[src/rtl/jk_bank_driver.sv]
// Drives an external bank of JK flip-flops from a D-style write port.
// Each target word becomes J/K excitation, is verified by readback, and is retried on mismatch.
module jk_bank_driver #(
  parameter int WIDTH     = 8,
  parameter bit DC_MODE   = 1'b0,
  parameter int SETTLE    = 1,
  parameter int MAX_RETRY = 2
) (
  input  logic             clk,
  input  logic             rst,
  input  logic             wr_valid,
  output logic             wr_ready,
  input  logic [WIDTH-1:0] wr_data,
  output logic [WIDTH-1:0] j_out,
  output logic [WIDTH-1:0] k_out,
  output logic             jk_rst,
  input  logic [WIDTH-1:0] q_fb,
  output logic             busy,
  output logic             done,
  output logic             err,
  output logic [WIDTH-1:0] err_mask,
  input  logic             err_clr
);

  typedef enum logic [2:0] {
    S_INIT   = 3'd0,
    S_IDLE   = 3'd1,
    S_DRIVE  = 3'd2,
    S_SETTLE = 3'd3,
    S_CHECK  = 3'd4,
    S_ERR    = 3'd5
  } state_t;

  localparam int            SW          = (SETTLE > 1) ? $clog2(SETTLE) : 1;
  localparam logic [SW-1:0] SETTLE_LAST = SW'(SETTLE - 1);
  localparam logic [2:0]    RETRY_LAST  = 3'(MAX_RETRY);

  state_t           state_q, state_d;
  logic [WIDTH-1:0] target_q, target_d;
  logic [WIDTH-1:0] shadow_q, shadow_d;
  logic [2:0]       retry_q, retry_d;
  logic [SW-1:0]    settle_q, settle_d;

  logic [WIDTH-1:0] j_d, k_d, err_mask_d;
  logic             jk_rst_d, wr_ready_d, busy_d, done_d, err_d;

  // Mode 0 excites only the bits that must change; mode 1 drives every bit.
  // Neither form can produce J=K=1, so the bank never toggles.
  function automatic logic [WIDTH-1:0] j_of(input logic [WIDTH-1:0] d,
                                            input logic [WIDTH-1:0] q);
    return DC_MODE ? d : (d & ~q);
  endfunction

  function automatic logic [WIDTH-1:0] k_of(input logic [WIDTH-1:0] d,
                                            input logic [WIDTH-1:0] q);
    return DC_MODE ? ~d : (~d & q);
  endfunction

  // NOTE: every signal written here gets a default first, so no path can infer a latch.
  always_comb begin
    state_d    = state_q;
    target_d   = target_q;
    shadow_d   = shadow_q;
    retry_d    = retry_q;
    settle_d   = settle_q;
    err_d      = err;
    err_mask_d = err_mask;
    j_d        = '0;
    k_d        = '0;
    done_d     = 1'b0;

    unique case (state_q)
      S_INIT: begin
        shadow_d = '0;
        state_d  = S_IDLE;
      end
      S_IDLE: begin
        if (wr_valid) begin
          target_d = wr_data;
          retry_d  = '0;
          j_d      = j_of(wr_data, shadow_q);
          k_d      = k_of(wr_data, shadow_q);
          state_d  = S_DRIVE;
        end
      end
      S_DRIVE: begin
        settle_d = '0;
        state_d  = S_SETTLE;
      end
      S_SETTLE: begin
        if (settle_q == SETTLE_LAST) state_d = S_CHECK;
        else                         settle_d = settle_q + 1'b1;
      end
      S_CHECK: begin
        if (q_fb == target_q) begin
          shadow_d = target_q;
          done_d   = 1'b1;
          state_d  = S_IDLE;
        end else if (retry_q < RETRY_LAST) begin
          // Re-drive from what the bank actually holds, not from the shadow.
          retry_d = retry_q + 3'd1;
          j_d     = j_of(target_q, q_fb);
          k_d     = k_of(target_q, q_fb);
          state_d = S_DRIVE;
        end else begin
          err_d      = 1'b1;
          err_mask_d = q_fb ^ target_q;
          state_d    = S_ERR;
        end
      end
      S_ERR: begin
        if (err_clr) begin
          err_d      = 1'b0;
          err_mask_d = '0;
          state_d    = S_INIT;
        end
      end
      default: state_d = S_INIT;
    endcase

    // State-decoded outputs are computed from the next state so they register in step with it.
    jk_rst_d   = (state_d == S_INIT);
    wr_ready_d = (state_d == S_IDLE);
    busy_d     = (state_d != S_IDLE);
  end

  // NOTE: sequential state uses non-blocking assignments so every flop samples pre-edge values.
  always_ff @(posedge clk or negedge rst) begin
    if (!rst) begin
      state_q  <= S_INIT;
      target_q <= '0;
      shadow_q <= '0;
      retry_q  <= '0;
      settle_q <= '0;
      j_out    <= '0;
      k_out    <= '0;
      jk_rst   <= 1'b1;
      wr_ready <= 1'b0;
      busy     <= 1'b1;
      done     <= 1'b0;
      err      <= 1'b0;
      err_mask <= '0;
    end else begin
      state_q  <= state_d;
      target_q <= target_d;
      shadow_q <= shadow_d;
      retry_q  <= retry_d;
      settle_q <= settle_d;
      j_out    <= j_d;
      k_out    <= k_d;
      jk_rst   <= jk_rst_d;
      wr_ready <= wr_ready_d;
      busy     <= busy_d;
      done     <= done_d;
      err      <= err_d;
      err_mask <= err_mask_d;
    end
  end

endmodule

[config.mk]
export PLATFORM = sky130hd
export DESIGN_NAME = jk_bank_driver
export DESIGN_NICKNAME = d
export VERILOG_FILES = /design/src/rtl/jk_bank_driver.sv
export SDC_FILE = /design/constraint.sdc
export NUM_CORES = 1
export LEC_CHECK = 0
export CORE_MARGIN = 1
export CORE_UTILIZATION = 25
export DETAILED_ROUTE_END_ITERATION = 16
export GPL_TIMING_DRIVEN = 0
export PLACE_DENSITY = 0.45
export REMOVE_ABC_BUFFERS = 1
export SLEW_MARGIN = 15
export SYNTH_ARGS = -nofsm -noshare
export SYNTH_HDL_FRONTEND = slang
export SYNTH_SLANG_ARGS = --single-unit
[constraint.sdc]
create_clock -name clk -period 1.75 [get_ports clk]
set_input_delay 0.175 -clock clk [delete_from_list [all_inputs] [get_ports clk]]
set_output_delay 0.175 -clock clk [all_outputs]
set_load 0.01 [all_outputs]
-- Yosys cells after proc, flatten, opt, wreduce, memory -nomap -nowiden
Cells that the tools add are included.
- bits in writable memories: 0
- memories kept: 0
- output and inout port bits: 29
- register bits after elaboration: 52
- bits in latches: 0
- ROM bits: 0
- muxes and demuxes: 32
- add/subtract/negate cells: 2
- bitwise operators: 9
- multipliers: 0
- reductions and logical operators: 10
- order comparisons: 1
- shift operators: 0
- equal/unequal tests: 14
- div/mod/pow operators: 0
- operator list (kind ; count):
    8-bit two-way mux ; 10
    8-bit one-hot mux with 2 select lines ; 4
    8-bit AND ; 4
    8-bit inverter ; 4
    3-bit two-way mux ; 8
    3-bit one-hot mux with 6 select lines ; 1
    2-bit != test (second input constant) ; 6
    8-bit == test ; 1
    4-bit AND reduction ; 2
    2-bit nonzero test ; 4
    8-bit XOR ; 1
    3-bit by 1-bit == test with 1-bit output (second input constant) ; 2
    3-bit by 2-bit == test with 1-bit output (second input constant) ; 2
    3-bit == test (second input constant) ; 2
    3-bit zero test ; 2
    1-bit two-way mux ; 6
    3-bit one-hot mux with 2 select lines ; 1
    1-bit one-hot mux with 2 select lines ; 2
    2-bit AND reduction ; 2
    3-bit by 1-bit adder with 3-bit output (second input constant) ; 1
    3-bit by 2-bit < comparator with 1-bit output (second input constant) ; 1
    3-bit by 1-bit != test with 1-bit output (second input constant) ; 1
    1-bit adder (second input constant) ; 1

-- Longest topological paths before layout
- depth in word-level cells: 5
- depth in mapped cells: 8
- mapped depth without buffers: 6

-- Least setup slack after synthesis
Ideal clock, no wire load.
- path type: flip-flop to flip-flop
- start: register target_q[5]
- end: register j_out[5]
- stages on the path, launching flop included: 7
- arrival time: 1557 ps
- path slack: 71 ps
- period minus slack after synthesis: 1679 ps
- data required time: 1628 ps
- library setup time: 122 ps
- path buffers: 2
- cells stage by stage: dfrtp_1 ha_1 nand4_1 o211a_1 buf_2 buf_4 a32o_1
- cells in the longest elaborated chain, start to end: 4
- ends and longest elaborated chain (element ; line ; RTL):
    start: declaration ; 39 ; logic [WIDTH-1:0] target_q, target_d;
    start signal: assignment ; 145 ; target_q <= target_d;
    8-bit AND ; 51 ; return DC_MODE ? d : (d & ~q);
    8-bit two-way mux ; 99 ; end else if (retry_q < RETRY_LAST) begin
    8-bit two-way mux (*) ; 95 ; if (q_fb == target_q) begin
    8-bit one-hot mux with 2 select lines (*) ; 72 ; unique case (state_q)
    named net j_d[5] ; 44 ; logic [WIDTH-1:0] j_d, k_d, err_mask_d;
    end signal: assignment ; 149 ; j_out <= j_d;
    end: declaration ; 14 ; output logic [WIDTH-1:0] j_out,
Mark *: on every way through the listed nets, which the timed path passes. The rest lies on a longest branch.
A chain may end at the register's enable or synchronous reset.

-- Final worst setup path
- start: register target_q[5]
- end: register err_mask[4]
- cells in the longest elaborated chain, start to end: 3
- ends and longest elaborated chain (element ; line ; RTL):
    8-bit == test ; 95 ;
    2-bit != test (no source line) ; n/a ;
    4-bit AND reduction (no source line) ; n/a ;
    end signal: assignment ; 156 ; err_mask <= err_mask_d;
    end: declaration ; 21 ; output logic [WIDTH-1:0] err_mask,
Every way passes these cells.

==> flow_summary.yaml <==
status:
  status: "finished with violations"
  violations: "setup timing"
die:
  core_sq_um: 9196
  num_io_pins: 49
  die_h_um: 99.29
  start_util: 0.2573
  rows: 35
  die_w_um: 99.29
  dieArea_sq_um: 9858
detailed_routing:
  wl_mm: 5.590
  wl_per_cell_um: 14.37
  vias: 1749
  drc: 0
  ant_nets: 0
  viasPerCell: 4.496
  drt_iter0_drc: 84
  drt_pre_antenna_iters: 6
finish:
  nets: 314
  n_fill_cell: 939
  instances_no_fill: 389
  layout-drive-gt1-share: 0.1871
  antenna_cells: 0
  area_growth_pct: 40.56
synth:
  yosysSeqAreaShare: 0.5405
  ys_types: 35
  async_flop_share: 1.000
  synth_seq_cells: 51
  syn_area_sq_um: 2366
  avgSynthCellArea_sq_um: 10.90
  synth_top_flop_cell: "dfrtp_1"
  synth_edf_count: 0
  synth_top_area_cell: "dfrtp_1"
  syn_inst: 217
  yosysWarnings: 0
  synth_area_leaders: "dfrtp_1 (52%), ha_1 (9.0%), a32o_1 (6.8%)"
  synth_top_area_frac: 0.5182
grt:
  grt_overflow_total: 0
  antenna_found_initial: 0
  grt_pass1_vias: 1744
  grt_max_degree: 52
  grtUsageTotal: 0.1164
  grt_first_pass_wirelength_mm: 8.845
critical_path:
  required_ns: 1.98
  startpoint_type: "flop"
  end_kind: "flop"
  r2r_setup_slack_ns: -0.03
  cp_data_arrival_time_ns: 2.02
  worstSetupPathType: "reg -> reg"
  cp_max_fo: 5
placed_design:
  portBuffers: 48
  dpl.cell_count: 364
  pre_cts_slack_ns: -1.216
  place_congestion: 0.7219
  dpl.hpwl_mm: 3.311
power_and_ir_drop:
  leakage_nw: 1.468
  p_per_area_nw_per_um2: 1262
  peakVddDrop_v: 0.0004453
cts:
  cts_tree: "done"
  clock_latency_ns: 0.31
  path_clk_slew_ns: 0.10
  clock_path_buffers: 2
  cts_root_buffer: "clkbuf_8"
  numCtsBuffers: 5
  clkSinkCount: 51
  htree_num_levels: 2
sta:
  fmax_mhz: 561.3
  setup_viol: 25
  min_period_ns: 1.781
  rsz0062_at_grt: "true"
  skew_ns: 0.01152
  fin_crit_sh: 1.018
  timing.final.ws_setup_ns: -0.03146
  hold_viol_final: 0
  slew_headroom: 0.5526
  maxSlewViolCount: 0
  worst_pin_slew_ns: 0.6711
job:
  cap_violations: 0
worst_hold_path:
  hold_class: "in -> async"
[cell usage in the layout (no fill, tap or decap), drive strengths merged, types with 2 or more instances in the layout]
cell type / instances
dfrtp: 49
clkdlybuf4s50: 47
inv: 35
nand2: 26
o21ai: 21
ha: 17
a32o: 16
buf: 15
o2bb2ai: 9
clkbuf: 6
nor2: 5
a21oi: 4
nand4: 2
nor2b: 2
or3: 2
nor3: 2
or2: 2
dfstp: 2
nor3b: 2
nand4b: 2
[through the flow]
| stage | area [sq um] | power, mW | hold WS, ns | utilization | TNS [ns] |
|---|---|---|---|---|---|
| final | 3326 | 4.198 | 0.4311 | 0.3616 | -0.3542 |
| after global routing | 3326 | 4.518 | 0.4922 | 0.3616 | -3.780 |
| after CTS | 3120 | 3.992 | 0.4719 | 0.3393 | -0.02985 |
| after detailed placement | 2900 | 3.112 | 0.2657 | 0.3154 | -31.52 |
| after global placement | 2903 | 3.105 | 0.4725 | 0.3156 | -90.88 |
| after floorplan | 2283 | 2.456 | -0.1206 | - | -3.102 |
[metal layers]
metal / wire [um] / vias to the layer above / part of all wire / track usage
met2: 2763 / 32 / 0.49 / 0.1902
met4: 77 / 0 / 0.014 / 0.03733
met5: 0 / - / 0 / 0
li1: - / 868 / - / -
met3: 215 / 6 / 0.038 / 0.03162
met1: 2533 / 843 / 0.45 / 0.1499
[state kept, by name, indices dropped and copies added (netlist names)]
| register | cells |
|---|---|
| err_mask | 8 |
| j_out | 8 |
| k_out | 8 |
| shadow_q | 8 |
| target_q | 8 |
| retry_q | 3 |
| state_q | 3 |
| busy | 1 |
| done | 1 |
| err | 1 |
| jk_rst | 1 |
| wr_ready | 1 |
[worst max-delay path, cell delays in order (launching register included)]
cell	delay, ns
dfrtp_1	0.44
ha_4	0.29
nand4_1	0.16
buf_6	0.18
nor3_4	0.26
nand4b_4	0.25
o2bb2ai_2	0.12
[area by class of cell]
cell class                      count  area (sq um)  area share
Sequential cell                    51          1280      0.3849
Multi-Input combinational cell    121          1061      0.3190
Timing Repair Buffer               63         615.6      0.1851
Tap cell                          111         138.9     0.04176
Inverter                           35         131.4     0.03950
Clock buffer                        6         82.58     0.02483
Clock inverter                      2         16.27    0.004891
[worst paths after layout]
check | from | depth (start not counted) | endpoint
max in group asynchronous | rst | 2 | state_q[2]$_DFF_PN0_
hold / removal | rst | 2 | k_out[4]$_DFF_PN0_
setup / recovery | target_q[5]$_DFFE_PN0P_ | 6 | err_mask[4]$_DFFE_PN0P_
setup reg to reg | target_q[5]$_DFFE_PN0P_ | 6 | err_mask[4]$_DFFE_PN0P_
hold reg to reg | retry_q[0]$_DFFE_PN0P_ | 1 | retry_q[0]$_DFFE_PN0P_
min in group clk | wr_data[3] | 3 | target_q[3]$_DFFE_PN0P_
[power by group]
group | internal [mW] | switching [mW] | leakage [nW]
logic | 0.864 | 0.794 | 0.744
registers | 1.49 | 0.310 | 0.676
clock network | 0.324 | 0.420 | 0.0474
total | 2.67 | 1.52 | 1.47
[cells in the mapped netlist, types with 2 or more instances]
cell	n
nor2_1	5
or2_2	2
clkbuf_1	5
a32o_1	16
nand4_1	2
ha_1	17
buf_6	2
buf_2	2
o21ai_0	19
o2bb2ai_1	9
nand2_1	26
inv_1	35
or3_1	2
dfrtp_1	49
nor2b_1	2
a21oi_1	4
dfstp_2	2
[repair_timing]
action	4_1_cts	5_1_grt
endpoints found under the hold margin	49	0
setup buffers	7	7
endpoints found under the setup margin	40	47
gates resized for setup	8	23
gates cloned	1	1
pin swaps	4	2
hold buffers	1	0
[cell families after synthesis]
| family | count (synthesis) | synth area share |
|---|---|---|
| compound gates | 56 | 0.1761 |
| mux | 1 | 0.004759 |
| simple gates | 45 | 0.09836 |
| flops | 51 | 0.5405 |
| fa+ha+maj | 17 | 0.08990 |
| buf+inv | 47 | 0.09043 |
(Power assumes the default switching activity.)
